--- src/rtl/hazard_pkg.sv ---
// hazard_pkg: shared types and constants for the hazard controller.
//   state_t        - controller state encoding (IDLE / FLUSH / LDSTALL)
//   FWD_*          - per-port forwarding select encodings
//   max_u          - helper for sizing the state down-counter
package hazard_pkg;

  typedef logic [1:0] state_t;

  localparam state_t StIdle    = 2'd0;
  localparam state_t StFlush   = 2'd1;
  localparam state_t StLdStall = 2'd2;

  localparam logic [1:0] FWD_RF  = 2'b00;
  localparam logic [1:0] FWD_EX  = 2'b01;
  localparam logic [1:0] FWD_MEM = 2'b10;

  function automatic int unsigned max_u(input int unsigned a, input int unsigned b);
    return (a > b) ? a : b;
  endfunction

endpackage

--- src/rtl/hazard_if.sv ---
// hazard_if: pipeline-status and hazard-control bundle between the CPU pipeline
// (master) and hazard_ctrl (slave).
//   pipeline -> ctrl : id_valid, id_rs, id_rs_used, ex_valid, ex_we, ex_is_load, ex_rd,
//                      mem_valid, mem_we, mem_rd, redirect, mc_start, mc_rd,
//                      mc_done, mc_done_rd
//   ctrl -> pipeline : stall_if, stall_id, bubble_ex, flush_ifid, fwd_sel, busy
interface hazard_if #(
  parameter int unsigned NUM_RD = 2,
  parameter int unsigned AW     = 5
);
  logic                   id_valid;
  logic [NUM_RD*AW-1:0]   id_rs;
  logic [NUM_RD-1:0]      id_rs_used;
  logic                   ex_valid;
  logic                   ex_we;
  logic                   ex_is_load;
  logic [AW-1:0]          ex_rd;
  logic                   mem_valid;
  logic                   mem_we;
  logic [AW-1:0]          mem_rd;
  logic                   redirect;
  logic                   mc_start;
  logic [AW-1:0]          mc_rd;
  logic                   mc_done;
  logic [AW-1:0]          mc_done_rd;
  logic                   stall_if;
  logic                   stall_id;
  logic                   bubble_ex;
  logic                   flush_ifid;
  logic [NUM_RD*2-1:0]    fwd_sel;
  logic                   busy;

  modport master (
    output id_valid, id_rs, id_rs_used, ex_valid, ex_we, ex_is_load, ex_rd,
           mem_valid, mem_we, mem_rd, redirect, mc_start, mc_rd, mc_done, mc_done_rd,
    input  stall_if, stall_id, bubble_ex, flush_ifid, fwd_sel, busy
  );

  modport slave (
    input  id_valid, id_rs, id_rs_used, ex_valid, ex_we, ex_is_load, ex_rd,
           mem_valid, mem_we, mem_rd, redirect, mc_start, mc_rd, mc_done, mc_done_rd,
    output stall_if, stall_id, bubble_ex, flush_ifid, fwd_sel, busy
  );
endinterface

--- src/rtl/hazard_scoreboard.sv ---
// hazard_scoreboard: pending-write bit per register for the multi-cycle unit.
//   clk, rst_n           clock, async active-low reset
//   mc_start, mc_rd      set request (ignored for register 0)
//   mc_done, mc_done_rd  clear request; a simultaneous set of the same bit wins
//   rs, rs_chk           per-port read addresses and "port really reads" qualifiers
//   rd_busy              some qualified read port targets a pending register
//   waw                  mc_start targets a register that is already pending
//   any                  scoreboard non-empty
module hazard_scoreboard
  import hazard_pkg::*;
#(
  parameter int unsigned AW     = 5,
  parameter int unsigned NUM_RD = 2
) (
  input  logic                 clk,
  input  logic                 rst_n,
  input  logic                 mc_start,
  input  logic [AW-1:0]        mc_rd,
  input  logic                 mc_done,
  input  logic [AW-1:0]        mc_done_rd,
  input  logic [NUM_RD*AW-1:0] rs,
  input  logic [NUM_RD-1:0]    rs_chk,
  output logic                 rd_busy,
  output logic                 waw,
  output logic                 any
);
  localparam int unsigned NumRegs = 2 ** AW;

  logic [NumRegs-1:0] sb_q, sb_d;

  // Clear first so that a same-cycle set of the same register survives.
  always_comb begin
    sb_d = sb_q;
    if (mc_done) sb_d[mc_done_rd] = 1'b0;
    if (mc_start && (mc_rd != '0)) sb_d[mc_rd] = 1'b1;
  end

  always_ff @(posedge clk or negedge rst_n) begin
    if (!rst_n) sb_q <= '0;
    else        sb_q <= sb_d;
  end

  always_comb begin
    rd_busy = 1'b0;
    for (int k = 0; k < NUM_RD; k++) begin
      if (rs_chk[k] && sb_q[rs[k*AW +: AW]]) rd_busy = 1'b1;
    end
  end

  assign waw = mc_start && sb_q[mc_rd];
  assign any = |sb_q;

endmodule

--- src/rtl/hazard_ctrl.sv ---
// hazard_ctrl: sequenced hazard controller beside the ID/EX pipeline registers.
// Handles redirect flushes, counted load-use stalls, EX/MEM forwarding selects and a
// scoreboard for one multi-cycle unit.
//   clk, rst_n  clock, async active-low reset
//   bus         hazard_if slave: pipeline status in, stall/bubble/flush/fwd_sel/busy out
module hazard_ctrl
  import hazard_pkg::*;
#(
  parameter int unsigned NUM_RD   = 2,
  parameter int unsigned AW       = 5,
  parameter int unsigned LOAD_LAT = 1,
  parameter int unsigned BR_FLUSH = 2,
  parameter bit          FWD_EN   = 1'b1
) (
  input logic     clk,
  input logic     rst_n,
  hazard_if.slave bus
);
  localparam int unsigned CntW = $clog2(max_u(LOAD_LAT, BR_FLUSH)) + 1;

  state_t            state_q, state_d;
  logic [CntW-1:0]   cnt_q, cnt_d;
  logic [NUM_RD-1:0] rd_chk, ex_hit, mem_hit;
  logic              sb_rd_busy, sb_waw, sb_any;
  logic              load_use, raw_stall, hold, flush;
  logic [NUM_RD*2-1:0] fwd;

  for (genvar k = 0; k < NUM_RD; k++) begin : g_port
    logic [AW-1:0] rs;
    assign rs         = bus.id_rs[k*AW +: AW];
    assign rd_chk[k]  = bus.id_valid && bus.id_rs_used[k] && (rs != '0);
    assign ex_hit[k]  = rd_chk[k] && bus.ex_valid && bus.ex_we && (bus.ex_rd == rs);
    assign mem_hit[k] = rd_chk[k] && bus.mem_valid && bus.mem_we && (bus.mem_rd == rs);
  end

  hazard_scoreboard #(
    .AW     (AW),
    .NUM_RD (NUM_RD)
  ) u_sb (
    .clk        (clk),
    .rst_n      (rst_n),
    .mc_start   (bus.mc_start),
    .mc_rd      (bus.mc_rd),
    .mc_done    (bus.mc_done),
    .mc_done_rd (bus.mc_done_rd),
    .rs         (bus.id_rs),
    .rs_chk     (rd_chk),
    .rd_busy    (sb_rd_busy),
    .waw        (sb_waw),
    .any        (sb_any)
  );

  assign load_use  = bus.ex_is_load && (|ex_hit);
  assign raw_stall = !FWD_EN && (|(ex_hit | mem_hit));

  always_comb begin
    state_d = state_q;
    cnt_d   = cnt_q;
    flush   = 1'b0;
    hold    = 1'b0;
    if (bus.redirect) begin
      // Redirect overrides everything, including a load stall in progress.
      flush = 1'b1;
      if (BR_FLUSH > 1) begin
        state_d = StFlush;
        cnt_d   = CntW'(BR_FLUSH - 1);
      end else begin
        state_d = StIdle;
        cnt_d   = '0;
      end
    end else if (state_q == StFlush) begin
      flush = 1'b1;
      if (cnt_q <= CntW'(1)) begin
        state_d = StIdle;
        cnt_d   = '0;
      end else begin
        cnt_d = cnt_q - CntW'(1);
      end
    end else begin
      // Every remaining stall source drives identical outputs; only the load-use
      // sequencing needs state, and it advances even while the scoreboard stalls.
      hold = sb_rd_busy || sb_waw || load_use || (state_q == StLdStall) || raw_stall;
      if (load_use && (LOAD_LAT > 1)) begin
        state_d = StLdStall;
        cnt_d   = CntW'(LOAD_LAT - 1);
      end else if (state_q == StLdStall) begin
        if (cnt_q <= CntW'(1)) begin
          state_d = StIdle;
          cnt_d   = '0;
        end else begin
          cnt_d = cnt_q - CntW'(1);
        end
      end
    end
  end

  always_ff @(posedge clk or negedge rst_n) begin
    if (!rst_n) begin
      state_q <= StIdle;
      cnt_q   <= '0;
    end else begin
      state_q <= state_d;
      cnt_q   <= cnt_d;
    end
  end

  always_comb begin
    fwd = '0;
    for (int k = 0; k < NUM_RD; k++) begin
      if (FWD_EN && !hold && !flush) begin
        if (ex_hit[k] && !bus.ex_is_load) fwd[2*k +: 2] = FWD_EX;
        else if (mem_hit[k])              fwd[2*k +: 2] = FWD_MEM;
        else                              fwd[2*k +: 2] = FWD_RF;
      end
    end
  end

  // Outputs are forced low while reset is asserted, independent of inputs.
  assign bus.stall_if   = rst_n && hold;
  assign bus.stall_id   = rst_n && hold;
  assign bus.bubble_ex  = rst_n && (hold || flush);
  assign bus.flush_ifid = rst_n && flush;
  assign bus.fwd_sel    = rst_n ? fwd : '0;
  assign bus.busy       = rst_n && ((state_q != StIdle) || sb_any);

endmodule
--- src/flat_wrapper.sv ---
// flat-port wrapper written by rule: the top's interface ports become plain ports
module hazard_ctrl_flat import hazard_pkg::*;
#(
  parameter int unsigned NUM_RD   = 2,
  parameter int unsigned AW       = 5,
  parameter int unsigned LOAD_LAT = 1,
  parameter int unsigned BR_FLUSH = 2,
  parameter bit          FWD_EN   = 1'b1
)
  (clk, rst_n, bus_id_valid, bus_id_rs, bus_id_rs_used, bus_ex_valid, bus_ex_we, bus_ex_is_load, bus_ex_rd, bus_mem_valid, bus_mem_we, bus_mem_rd, bus_redirect, bus_mc_start, bus_mc_rd, bus_mc_done, bus_mc_done_rd, bus_stall_if, bus_stall_id, bus_bubble_ex, bus_flush_ifid, bus_fwd_sel, bus_busy);
  hazard_if #(.NUM_RD(NUM_RD), .AW(AW)) bus_i ();
  input logic clk;
  input logic rst_n;
  input wire logic [$bits(bus_i.id_valid)-1:0] bus_id_valid;
  input wire logic [$bits(bus_i.id_rs)-1:0] bus_id_rs;
  input wire logic [$bits(bus_i.id_rs_used)-1:0] bus_id_rs_used;
  input wire logic [$bits(bus_i.ex_valid)-1:0] bus_ex_valid;
  input wire logic [$bits(bus_i.ex_we)-1:0] bus_ex_we;
  input wire logic [$bits(bus_i.ex_is_load)-1:0] bus_ex_is_load;
  input wire logic [$bits(bus_i.ex_rd)-1:0] bus_ex_rd;
  input wire logic [$bits(bus_i.mem_valid)-1:0] bus_mem_valid;
  input wire logic [$bits(bus_i.mem_we)-1:0] bus_mem_we;
  input wire logic [$bits(bus_i.mem_rd)-1:0] bus_mem_rd;
  input wire logic [$bits(bus_i.redirect)-1:0] bus_redirect;
  input wire logic [$bits(bus_i.mc_start)-1:0] bus_mc_start;
  input wire logic [$bits(bus_i.mc_rd)-1:0] bus_mc_rd;
  input wire logic [$bits(bus_i.mc_done)-1:0] bus_mc_done;
  input wire logic [$bits(bus_i.mc_done_rd)-1:0] bus_mc_done_rd;
  output wire logic [$bits(bus_i.stall_if)-1:0] bus_stall_if;
  output wire logic [$bits(bus_i.stall_id)-1:0] bus_stall_id;
  output wire logic [$bits(bus_i.bubble_ex)-1:0] bus_bubble_ex;
  output wire logic [$bits(bus_i.flush_ifid)-1:0] bus_flush_ifid;
  output wire logic [$bits(bus_i.fwd_sel)-1:0] bus_fwd_sel;
  output wire logic [$bits(bus_i.busy)-1:0] bus_busy;
  assign bus_i.id_valid = bus_id_valid;
  assign bus_i.id_rs = bus_id_rs;
  assign bus_i.id_rs_used = bus_id_rs_used;
  assign bus_i.ex_valid = bus_ex_valid;
  assign bus_i.ex_we = bus_ex_we;
  assign bus_i.ex_is_load = bus_ex_is_load;
  assign bus_i.ex_rd = bus_ex_rd;
  assign bus_i.mem_valid = bus_mem_valid;
  assign bus_i.mem_we = bus_mem_we;
  assign bus_i.mem_rd = bus_mem_rd;
  assign bus_i.redirect = bus_redirect;
  assign bus_i.mc_start = bus_mc_start;
  assign bus_i.mc_rd = bus_mc_rd;
  assign bus_i.mc_done = bus_mc_done;
  assign bus_i.mc_done_rd = bus_mc_done_rd;
  assign bus_stall_if = bus_i.stall_if;
  assign bus_stall_id = bus_i.stall_id;
  assign bus_bubble_ex = bus_i.bubble_ex;
  assign bus_flush_ifid = bus_i.flush_ifid;
  assign bus_fwd_sel = bus_i.fwd_sel;
  assign bus_busy = bus_i.busy;
  hazard_ctrl #(.NUM_RD(NUM_RD), .AW(AW), .LOAD_LAT(LOAD_LAT), .BR_FLUSH(BR_FLUSH), .FWD_EN(FWD_EN)) u_core (.clk(clk), .rst_n(rst_n), .bus(bus_i));
endmodule
--- config.mk ---
export PLATFORM = sky130hd
export DESIGN_NAME = hazard_ctrl_flat
export DESIGN_NICKNAME = d
export VERILOG_FILES = /design/src/rtl/hazard_pkg.sv /design/src/rtl/hazard_if.sv /design/src/rtl/hazard_scoreboard.sv /design/src/rtl/hazard_ctrl.sv /design/src/flat_wrapper.sv
export SDC_FILE = /design/constraint.sdc
export NUM_CORES = 1
export LEC_CHECK = 0
export ABC_AREA = 1
export CORE_UTILIZATION = 49
export CTS_CLUSTER_SIZE = 14
export DETAILED_ROUTE_END_ITERATION = 10
export HOLD_SLACK_MARGIN = 0.1
export PLACE_DENSITY = 0.78
export SETUP_SLACK_MARGIN = 0.1
export SKIP_LAST_GASP = 1
export SLEW_MARGIN = 10
export SYNTH_ARGS = -nofsm -noshare
export SYNTH_HDL_FRONTEND = slang
export SYNTH_SLANG_ARGS = --single-unit
export TNS_END_PERCENT = 10
--- constraint.sdc ---
create_clock -name clk -period 1.6 [get_ports clk]
set_input_delay 0.24 -clock clk [delete_from_list [all_inputs] [get_ports clk]]
set_output_delay 0.24 -clock clk [all_outputs]
set_load 0.05 [all_outputs]
## Word level (Yosys, flattened, before mapping)

Cells that the tools add are included.
Widths: inputs -> output; s select.

| operators by class | value |
|---|---|
| add/sub/neg operators | 1 |
| multiply operators | 0 |
| divide/modulo/power cells | 0 |
| $lt $le $gt $ge | 7 |
| equality and inequality tests | 6 |
| shift operators | 0 |
| multiplexer cells | 33 |
| bitwise logic cells | 3 |
| reductions and logical operators | 45 |

Operators with widths:

| operator | count |
|---|---|
| $mux 32 | 2 |
| $and 32x32->32 | 1 |
| $not 32->32 | 1 |
| $or 32x32->32 | 1 |
| $reduce_or 32->1 | 1 |
| $logic_and 1x1->1 | 30 |
| $mux 2 | 14 |
| $lt 5x6->1 const B | 4 |
| $eq 5x5->1 | 4 |
| $bmux 1 s5 | 3 |
| $reduce_bool 5->1 | 3 |
| $mux 1 | 11 |
| $demux 1 s5 | 2 |
| $ge 5x1->1 const B | 2 |
| $logic_or 1x1->1 | 5 |
| $mux 4 | 1 |
| $logic_not 1->1 | 3 |
| $reduce_bool 3->1 | 1 |
| $eq 2x1->1 const B | 1 |
| $eq 2x2->1 const B | 1 |
| $le 2x1->1 const B | 1 |
| $reduce_bool 2->1 | 1 |
| $reduce_or 2->1 | 1 |
| $sub 2x1->2 const B | 1 |

| storage, ports and cells | value |
|---|---|
| flip-flop bits (word level) | 36 |
| latch bits | 0 |
| RAM bits | 0 |
| bits in read-only memories | 0 |
| bits of input ports | 43 |
| output and inout bits | 9 |
| word-level logic and storage cells | 98 |
| memories | 0 |

## Logic depth before layout (Yosys ltp)

| logic depth | value |
|---|---|
| word-level depth | 15 |
| depth in mapped cells | 14 |
| depth with buffers taken out | 13 |

## By module

A second synthesis with hierarchy kept.

| unflattened totals | value |
|---|---|
| cells, all modules | 482 |
| area total of the unflattened synthesis | 2954.1 µm² |

By module, submodules not included:

| module | instances | cells an instance | area each (µm²) | seq. area each (µm²) |
|---|---|---|---|---|
| hazard_scoreboard | 1 | 361 | 2318.5 | 800.8 |
| hazard_ctrl | 1 | 121 | 635.6 | 75.1 |

## Worst setup path after synthesis

Ideal clock, no wire load.

| timing path | value |
|---|---|
| path kind | input to output |
| from | input bus_id_rs[1] |
| to | output bus_stall_if |
| data arrival time | 2.260 ns |
| required time | 1.360 ns |
| path slack | -0.900 ns |
| stages | 11 |
| path buffers | 2 |
| cells stage by stage | buf_4 > inv_1 > nor2_1 > nand3_1 > nand2_1 > nor2_1 > nand2_1 > nand3_1 > nand3_1 > a31oi_1 > buf_4 |

| on the way | value |
|---|---|
| longest elaborated chain between the ends | 12 |
| elaborated cells on any way between the ends | 19 |
| those cells by class | eq/ne (1); mux (6); reduce/logical (12) |

RTL lines:

| item | line | text |
|---|---|---|
| start: declaration | flat_wrapper.sv:15 | `input wire logic [$bits(bus_i.id_rs)-1:0] bus_id_rs;` |
| branches (longest 7 deep; another with $bmux 1 s5) | -- |  |
| $logic_or 1x1->1 (*) (2 in series) | hazard_ctrl.sv:82 | `hold = sb_rd_busy \|\| sb_waw \|\| load_use \|\| (state_q == StLdStall) \|\| raw_stall;` |
| $mux 1 (*) | hazard_ctrl.sv:71 | `end else if (state_q == StFlush) begin` |
| $mux 1 (*) | hazard_ctrl.sv:61 | `if (bus.redirect) begin` |
| $logic_and 1x1->1 (*) | -- |  |
| end: declaration | flat_wrapper.sv:29 | `output wire logic [$bits(bus_i.stall_if)-1:0] bus_stall_if;` |

Mark *: on every way between the ends. The select of a mux whose other input is x is not followed.

## Worst setup path in the final report

| timing path | value |
|---|---|
| from | register u_core.u_sb.sb_q[28] |
| to | output bus_busy |

| on the way | value |
|---|---|
| longest elaborated chain between the ends | 3 |

RTL lines:

| item | line | text |
|---|---|---|
| start: declaration | hazard_scoreboard.sv:29 | `logic [NumRegs-1:0] sb_q, sb_d;` |
| start signal: assignment | hazard_scoreboard.sv:39 | `if (!rst_n) sb_q <= '0;` |
| start signal: assignment | hazard_scoreboard.sv:40 | `else sb_q <= sb_d;` |
| $reduce_or 32->1 | hazard_scoreboard.sv:51 | `assign any = \|sb_q;` |
| $logic_or 1x1->1 | hazard_ctrl.sv:124 | `assign bus.busy = rst_n && ((state_q != StIdle) \|\| sb_any);` |
| $logic_and 1x1->1 | hazard_ctrl.sv:124 |  |
| end: declaration | flat_wrapper.sv:34 | `output wire logic [$bits(bus_i.busy)-1:0] bus_busy;` |

No other way between the ends.

==> results.json <==
{
  "grt_pass1_vias": 3962,
  "drc": 0,
  "synth-adder-area-share_pct": 0,
  "layout_commonest_cell": "nand2_1",
  "cpMostUsedCell": "buf_4",
  "final_max_slew_viol_count": 0,
  "routedWlPerCell_um": 15.1,
  "layout_common_cells": "181 x nand2_1, 101 x buf_4, 65 x o21ai_0, 61 x nand3_1, 53 x inv_1",
  "syn_area_um2": 3010,
  "fin_nets": 706,
  "critical_path_class": "reg2out",
  "fin_tns_setup_ns": -5.35,
  "path_buf_inv": 4,
  "detailedPlace.worstSlack_ns": -0.958,
  "powerDensity_nw_per_um2": 750,
  "rows": 28,
  "hold_viol": 0,
  "drtAntennaViolNets": 0,
  "synth_top_family_by_area": "simple AND/OR/NAND/NOR gates",
  "firstDrtPassIters": 5,
  "htreeDepth": 2,
  "clkTransAtPathRegs_ns": 0.07,
  "synth_xor_area_share_pct": 2.91,
  "synthMuxAreaShare_pct": 0,
  "numCtsBuffers": 5,
  "grt_pass1_wl_um": 18200,
  "dieHeight_um": 80.4,
  "crit_required_ns": 1.36,
  "cp-end-kind": "primary output",
  "synth.area.top_cells": "dfrtp_1 29%, nand2_1 23%, o21ai_0 11%",
  "finalWorstSetupSlack_ns": -0.710,
  "clock-root-buffer": "clkbuf_8",
  "netSwitchingFraction_pct": 38.4,
  "yosysTopAreaCell": "dfrtp_1",
  "finalInstanceArea_um2": 4650,
  "period_share_pct": 144,
  "synth_nets": 555,
  "clock-sinks": 35,
  "final_layout_size_suffix_gt1_share_pct": 23.9,
  "synth.distinct_cells": 28,
  "cp.arrival_ns": 2.07,
  "ys_ff_latch": 35,
  "cap_violations": 0,
  "power_leakage_nw": 2.32,
  "ys_seq_area_share_pct": 29.1,
  "synth-simple-area-share_pct": 42.7,
  "avgSynthCellArea_um2": 5.88,
  "startpoint_type": "flop",
  "gr-usage-all-layers_pct": 36.9,
  "synth_compound_area_share_pct": 14.5,
  "place_congestion": 0.962,
  "run_status": "complete, but fails checks",
  "clockBufferDepth": 2,
  "vias_per_cell": 5.55,
  "p_int_mw": 2.15,
  "setup_violations": 8,
  "synth_warnings": 0,
  "cpPeakStageDelay_ns": 0.40,
  "crit_slowest_cell": "dfrtp_1",
  "p_seq_share_pct": 36.7,
  "rsz0062_at_grt": "true",
  "min_period_ns": 2.31,
  "io_buffers": 51,
  "worstSkewPairLatency_ns": 0.28,
  "pwr-share-clk_pct": 17.7,
  "power_mw": 3.48,
  "antenna_found_initial": 0,
  "violations": "setup timing",
  "io_pins": 52,
  "syn_to_final_growth_pct": 54.3,
  "antenna_cells": 0,
  "switching_power_mw": 1.34,
  "routed_wl_um": 11200,
  "skew_ns": 0.000144,
  "min_path_type": "in2async",
  "max_freq_mhz": 433,
  "crit_path_max_fanout": 2,
  "place_hpwl_um": 8460,
  "synthCells": 512,
  "num_vias": 4105,
  "cpLargestDelayFamily": "buffers and inverters",
  "crit_chain": "buf_4 > nor4_1 > buf_4 > nand4_1 > o41ai_1 > inv_1 > buf_4",
  "coreArea_um2": 5920,
  "vdd_drop_max_v": 0.000697,
  "synth_top_area_share_pct": 29.1,
  "cts_tree": "done",
  "grt_max_degree": 33,
  "die-area_um2": 6460,
  "drtIter0Drc": 340,
  "placed_cell_area_um2": 4300,
  "grt-ovfl-total": 0,
  "start_util_pct": 50.8,
  "worst_pin_slew_ns": 0.407,
  "p_comb_share_pct": 45.6,
  "die_x_um": 80.4,
  "slew_headroom_pct": 72.5
}
-- worst paths after layout --
| path | start | slack (ns) | depth (start not counted) | to |
|---|---|---|---|---|
| max in group asynchronous | rst_n | 0.93 | 3 | u_core.cnt_q[1] |
| hold / removal | rst_n | 0.20 | 3 | u_core.u_sb.sb_q[28] |
| hold reg to reg | u_core.cnt_q[0] | 0.48 | 1 | u_core.cnt_q[0] |
| setup reg to reg | u_core.u_sb.sb_q[3] | 0.61 | 4 | u_core.u_sb.sb_q[3] |
| setup / recovery | u_core.u_sb.sb_q[28] | -0.71 | 7 | bus_busy |
| min in group clk | u_core.cnt_q[0] | 0.48 | 1 | u_core.cnt_q[0] |
-- sequential cells by signal, indices dropped and copies added, names as in the netlist --
signal and count:
u_core.cnt_q 2, u_core.u_sb.sb_q 32, u_core.state_q 1
-- kinds of logic (layout without fill, tap and decap cells) --
| logic type | count (synthesis) | in the layout |
|---|---|---|
| AND/OR/NAND/NOR | 306 | 306 |
| AO/OA/AOI/OAI | 83 | 83 |
| buffers and inverters | 78 | 230 |
| flip-flops | 35 | 35 |
| XOR/XNOR | 10 | 10 |
-- per-stage QoR --
stage,instances,hold WS [ns],utilization (%)
floorplan,512,-0.0556,-
global placement,706,0.221,72.6
detailed placement,706,0.217,72.6
CTS,731,0.207,77.1
global route,739,0.231,78.5
finish,739,0.197,78.5
-- worst register-to-register path, stage by stage, from the launching register on --
cell and delay (ns):
dfrtp_1 0.41, buf_4 0.15, buf_4 0.12, o21ai_0 0.05
o21ai_0 0.13
-- what timing repair did --
item / 4_1_cts / 5_1_grt
resized for setup: 40 / 7
setup buffers: 15 / 8
endpoints found under the hold margin: 3 / 0
hold buffers: 1 / 0
endpoints found under the setup margin: 8 / 8
pin swaps: 14 / 6
cloned: 1 / 0
-- area by class of cell --
class | instances | area, µm²
clock buffer | 7 | 76.3
clock inverter | 1 | 5.00
fill | 462 | 1270
inverter | 63 | 240
multi-input combinational | 399 | 1930
sequential | 35 | 880
tap | 75 | 93.8
timing repair buffer | 158 | 1420
timing repair inverter | 1 | 3.75
-- metal layers --
layer	wire length, µm	share of wire, %	vias to the layer above	GRT usage, %
li1	-	-	1962	-
met3	833	7.5	72	5.11
met4	677	6.1	0	23.0
met2	5340	48	251	63.1
met1	4320	39	1820	43.1
met5	0	0	-	0
-- Yosys cell counts --
library cell,n
inv_1,59
o211ai_1,4
o21ai_0,67
nand3_1,63
xnor2_1,2
nor2_2,1
inv_2,3
a21oi_2,1
o21a_1,1
dfrtp_1,35
nor3_1,12
or2_2,1
xor2_1,8
clkbuf_1,1
nor2_1,31
nand3b_1,1
a21oi_1,7
nor4_1,8
buf_6,1
and2_1,1
a31oi_1,1
o41ai_1,1
clkinv_1,1
o21ai_1,1
nand2_1,183
buf_2,10
nand4_1,5
buf_4,3
-- power by group through the flow --
stage          logic [mW]  registers (mW)  clock network (mW)
2_1_floorplan       0.683            1.24                   0
3_3_place_gp         1.28            1.29                   0
3_5_place_dp         1.30            1.30                   0
4_1_cts              1.47            1.26               0.622
5_1_grt              1.76            1.29               0.669
6_report             1.59            1.28               0.615
(Power assumes the default switching activity.)
